### config.mk
export PLATFORM = sky130hd
export DESIGN_NAME = count4_stage
export DESIGN_NICKNAME = d
export VERILOG_FILES = /design/src/rtl/count4_stage_pkg.sv /design/src/rtl/dff4_ar.sv /design/src/rtl/incrementer4bit.sv /design/src/rtl/count4_stage.sv
export SDC_FILE = /design/constraint.sdc
export NUM_CORES = 1
export LEC_CHECK = 0
export CAP_MARGIN = 20
export CORE_AREA = 8 8 45 47
export CTS_BUF_LIST = sky130_fd_sc_hd__clkbuf_4 sky130_fd_sc_hd__clkbuf_8 sky130_fd_sc_hd__clkbuf_16
export DETAILED_ROUTE_END_ITERATION = 10
export DIE_AREA = 0 0 53 55
export HOLD_SLACK_MARGIN = 0.06
export MAX_ROUTING_LAYER = met4
export PLACE_DENSITY = 0.55
export SETUP_SLACK_MARGIN = 0.5
export SLEW_MARGIN = 20
export SYNTH_ARGS = -nofsm -noshare
export SYNTH_HDL_FRONTEND = slang
export SYNTH_SLANG_ARGS = --single-unit
### constraint.sdc
create_clock -name clk -period 1.7 [get_ports clk]
set_input_delay 0.255 -clock clk [delete_from_list [all_inputs] [get_ports clk]]
set_output_delay 0.255 -clock clk [all_outputs]
set_load 0.01 [all_outputs]
### src/rtl/count4_stage_pkg.sv
// Shared constants for the count4_stage counter slice.
package count4_stage_pkg;
  localparam int unsigned COUNT_W           = 4;
  localparam int unsigned MOD_DEFAULT       = 16;
  localparam int unsigned RESET_VAL_DEFAULT = 0;
endpackage

### src/rtl/dff4_ar.sv
// 4-bit D register with asynchronous active-high reset to RST_VAL.
module dff4_ar
  import count4_stage_pkg::*;
#(
  parameter logic [COUNT_W-1:0] RST_VAL = '0
) (
  input  logic               clk,
  input  logic               rst,
  input  logic [COUNT_W-1:0] d_i,
  output logic [COUNT_W-1:0] q_o
);
  always_ff @(posedge clk or posedge rst) begin
    if (rst) q_o <= RST_VAL;
    else     q_o <= d_i;
  end
endmodule

### src/rtl/incrementer4bit.sv
// Combinational 4-bit +1 incrementer; s_o[4] is the carry out of the top bit.
module incrementer4bit (
  input  logic [3:0] a_i,
  output logic [4:0] s_o
);
  assign s_o = {1'b0, a_i} + 5'd1;
endmodule

### src/rtl/count4_stage.sv
// Registered 4-bit counter stage with load, programmable terminal count,
// wrap/saturate mode, cascade carry and sticky overflow.
module count4_stage
  import count4_stage_pkg::*;
#(
  parameter int unsigned MOD       = MOD_DEFAULT,
  parameter int unsigned RESET_VAL = RESET_VAL_DEFAULT
) (
  input  logic               clk,
  input  logic               rst,
  input  logic               en,
  input  logic               load,
  input  logic [COUNT_W-1:0] din,
  input  logic               sat_mode,
  input  logic               clr_ovf,
  output logic [COUNT_W-1:0] q,
  output logic               tc,
  output logic               carry_out,
  output logic               ovf
);
  localparam logic [COUNT_W-1:0] TERM = COUNT_W'(MOD - 1);

  logic [COUNT_W-1:0] count_q, count_d;
  logic [COUNT_W:0]   sum;
  logic               ovf_q, ovf_d, ovf_set;

  incrementer4bit u_inc (
    .a_i (count_q),
    .s_o (sum)
  );

  dff4_ar #(.RST_VAL(COUNT_W'(RESET_VAL))) u_cnt (
    .clk (clk),
    .rst (rst),
    .d_i (count_d),
    .q_o (count_q)
  );

  assign tc        = (count_q == TERM);
  assign carry_out = en & tc;

  // Top-of-range is either the terminal count or the incrementer carry
  // (the latter only reachable after an out-of-range load).
  always_comb begin
    count_d = count_q;
    ovf_set = 1'b0;
    if (load) begin
      count_d = din;
    end else if (en) begin
      if (tc || sum[COUNT_W]) begin
        ovf_set = 1'b1;
        count_d = sat_mode ? count_q : '0;
      end else begin
        count_d = sum[COUNT_W-1:0];
      end
    end
    ovf_d = ovf_set | (ovf_q & ~clr_ovf);
  end

  always_ff @(posedge clk or posedge rst) begin
    if (rst) ovf_q <= 1'b0;
    else     ovf_q <= ovf_d;
  end

  assign q   = count_q;
  assign ovf = ovf_q;
endmodule

======== After elaboration in Yosys (flattened, before gate mapping) ========
Cells that the tools add are included.
storage, ports and cells
  bits in registers ....................... 5
  logic and storage cells ................. 19
operators by class
  $add $sub $neg .......................... 1
  equality and inequality tests ........... 2
  multiplexer cells ....................... 7
  bitwise operators ....................... 4
  reduce and logical (&&, ||, !) cells .... 3
operators by type and width
  kind                                          number
  2-to-1 mux 4 bit                              4
  adder 4 x 1 -> 5 bit (second input constant)  1
  equality test 4 bit (second input constant)   1
  2-to-1 mux 1 bit                              3
  != test 3 bit (second input constant)         1
  AND 1 bit                                     2
  AND reduction 2 bit                           1
  nonzero test 2 bit                            1
  logical OR 1 bit                              1
  NOT 1 bit                                     1
  OR 1 bit                                      1

======== Depth between registers and ports, before layout ========
  depth in word-level cells ............... 6
  gate-level depth with buffers ........... 4
  depth with buffers taken out ............ 4

======== By module ========
From an unflattened synthesis, not the netlist that was laid out.
unflattened totals
  cell total of the unflattened synthesis .. 36
  area total of the unflattened synthesis .. 322.8 um^2
modules (own cells, without submodules)
  module           instances  cells an instance  area each (um^2)
  count4_stage     1          25                 172.7
  dff4_ar          1          5                  103.8
  incrementer4bit  1          6                  46.3

======== Worst setup path before layout ========
No wires, ideal clock.
  path type ............................... reg2out
  start ................................... register u_cnt.q_o[0]
  end ..................................... output port carry_out
  arrival time ............................ 1.070 ns
  slack ................................... 0.375 ns
  cell stages (with the launch flop) ...... 4
  path through ............................ dfrtp_1 > ha_1 > and3_4 > and2_1
on the way
  cells in the longest elaborated chain, start to end .. 2
ends and longest elaborated chain
  item                    line                source
  from (decl)             dff4_ar.sv:10       output logic [COUNT_W-1:0] q_o
  from (signal assigned)  dff4_ar.sv:14       else q_o <= d_i;
  equality test 4 bit     count4_stage.sv:39  assign tc = (count_q == TERM);
  named net tc            count4_stage.sv:17  output logic tc,
  AND 1 bit               count4_stage.sv:40  assign carry_out = en & tc;
  to (decl)               count4_stage.sv:18  output logic carry_out,
The timed path passes the listed nets, and every way through them passes these cells.

======== Worst setup path after layout ========
  start ................................... register u_cnt.q_o[0]
  end ..................................... output port carry_out
on the way
  cells in the longest elaborated chain, start to end .. 2
ends and longest elaborated chain
  item                 line
  equality test 4 bit  count4_stage.sv:39
  AND 1 bit            count4_stage.sv:40
No other way between the ends.

==> run metrics <==
Starting Density=23.9%; total CTS buffers=3; Distinct cells, synth=24; setup TNS=0 ns; detailed route wirelength on metal3=62 µm; routed wl met2=490 µm; final instance area=637 µm²; unrepaired setup endpoints after global routing=true; Top Layer Used=met3; share of cells above drive strength 1=45.3%; GPL Wtd Cong=0.729; core footprint=1380 µm²; Worst slew margin=79.9%; Yosys reg bits=5; # IOs=17; post-route insts no fill=80; Max VDD drop=0.651 mV; Max Root-Sink Buffers=2; Pre-antenna DRT Iters=3; Worst-Skew Late Latency=0.23 ns; Syn Nets=46; cells after synthesis=35; synth-to-layout area growth=92.8%; run status=completed; Netlist Area Pre-Place=330 µm²; Final Setup Violations=0; clock slew at reported path FFs=0.04 ns; Worst EP arrival=1.23 ns; DIE AREA=2920 µm²; hold_ws=0.210 ns; Final HPWL DP=753 µm; Hold WC Path Type=in -> async; # diodes=0; Setup Crit Path Kind=reg -> out; CTS tree=done; DRC viols=0; Fin. Hold Viols=0; warnings from Yosys=0; Total Wirelength=999 µm; Leak Pwr=0.000296 µW; dpl cells=72; placed inst area=559 µm²; number of port buffers=16; post-synthesis sequential area ratio=37.9%; clock sink total=5; antenna violations before repair=0; vias in the first global route=358; Nets=76; FILL cells=145; post-cts hold buffer count=0; antenna-violating nets left=0; Clock Skews=0.000831 ns; total number of vias=375; count of pins over their slew limit=0; Worst Setup Start Kind=flip-flop; Die H=55 µm; min cycle time layout=1.49 ns; Post-Route M1 WL=446 µm; Max Freq=0.673 GHz; 1st-iter DRT viols=1; Critical Path RT=1.44 ns; Worst-Margin Slew=0.301 ns; GRT Util Overall=7.75%; Power Density=718 nW/µm²; GR Overflow Total=0; H-Tree Depth=1; row count=14; fin crit share=87.4%; Die X=53 µm; global-route wire length before repair=1600 µm; number of max-cap violations=0; Via density=4.69; CP max FO=3; mean area per synthesized cell=9.44 µm²; Final Power=457 µW; DR WL/cell=12.5 µm; Critical Path Sink Type=output port; pin count of the biggest net entering global routing=10; Root Buffer Master=clkbuf_4
[Yosys cell counts (all sizes together)]
library cell	count	area share, %
a41o	1	3.4
inv	3	3.4
o21ai	1	1.5
nand2b	2	3.8
buf	2	3.0
nand3	2	3.0
a21oi	1	1.5
and4	1	2.7
dfrtp	5	38
a21boi	2	4.5
and4bb	1	3.8
a2bb2oi	1	2.7
nand3b	1	2.3
nand4	1	1.9
o31ai	1	2.3
nor3b	1	2.3
and2	1	1.9
ha	1	3.8
a31o	1	2.7
and3	1	3.4
o31a	1	2.7
a21o	1	2.3
nand2	3	3.4
[registers in the layout, summed over array words and instances, names as in the netlist]
register	count
u_cnt.q_o	4
ovf	1
[per-stage QoR]
step | worst slack [ns] | utilization (%)
after floorplan | 0.434 | -
after global placement | 0.0374 | 40.4
after detailed placement | 0.0385 | 40.4
after CTS | 0.210 | 42.4
after global routing | 0.177 | 46.0
final | 0.214 | 46.0
[cell usage in the layout (no fill, tap or decap), drive strengths merged]
master         netlist  routed
a21oi                1       1
o21ai                1       1
nor3b                1       1
a2bb2oi              1       1
clkbuf               0       4
clkdlybuf4s50        0       9
o31a                 1       1
nand2b               2       2
nand3                2       2
and4                 1       1
inv                  3       3
dlygate4sd2          0       1
nand4                1       1
ha                   1       1
a41o                 1       1
nand3b               1       1
buf                  2      17
and3                 1       1
and4bb               1       1
dfrtp                5       5
a21o                 1       1
o31ai                1       1
a31o                 1       1
and2                 1       1
nand2                3       3
a21boi               2       2
[what timing repair did]
| item | CTS | global route |
|---|---|---|
| pin swaps | 6 | 3 |
| setup buffers | 1 | 3 |
| cloned | 0 | 0 |
| endpoints found under the setup margin | 11 | 9 |
| gates resized for setup | 29 | 7 |
[cells by family after synthesis]
family,Yosys count,synth area share (%)
adder cells (fa/ha/maj),1,3.79
AO/OA/AOI/OAI,10,23.5
buffers and inverters,5,6.44
flip-flops,5,37.9
AND/OR/NAND/NOR,14,28.4
[layout make-up]
class	instances	area, µm²	share of cell area, %
Clock buffer	4	30.0	4.72
Inverter	3	11.3	1.77
Multi-Input combinational cell	25	210	33.0
Sequential cell	5	126	19.8
Tap cell	16	20.0	3.14
Timing Repair Buffer	27	239	37.5
[worst max-delay path, stage by stage, from the launching register on]
cell,delay [ns]
dfrtp_2,0.42
ha_4,0.16
and3_4,0.17
and2_4,0.13
buf_6,0.11
[final timing paths]
| path | depth (start not counted) | slack, ns | endpoint | startpoint |
|---|---|---|---|---|
| hold / removal | 2 | 0.21 | ovf | rst |
| setup / recovery | 4 | 0.21 | carry_out | u_cnt.q_o[0] |
| setup reg to reg | 6 | 0.27 | u_cnt.q_o[1] | u_cnt.q_o[1] |
| hold reg to reg | 2 | 0.52 | ovf | ovf |
| min in group clk | 2 | 0.52 | ovf | ovf |
| max in group asynchronous | 2 | 1.31 | u_cnt.q_o[0] | rst |
[layer usage]
metal	global-route usage (%)	up-vias
li1	-	188
met1	8.47	178
met2	11.7	9
met3	3.48	0
met4	3.88	0
met5	-	-
[report_power, final]
group / switching, µW / internal (µW) / total, µW
combinational: 64.2 / 103 / 168
sequential: 9.55 / 132 / 141
clock: 43.7 / 104 / 148
total: 117 / 340 / 457
Note: power is estimated with default switching activity, not from simulation.
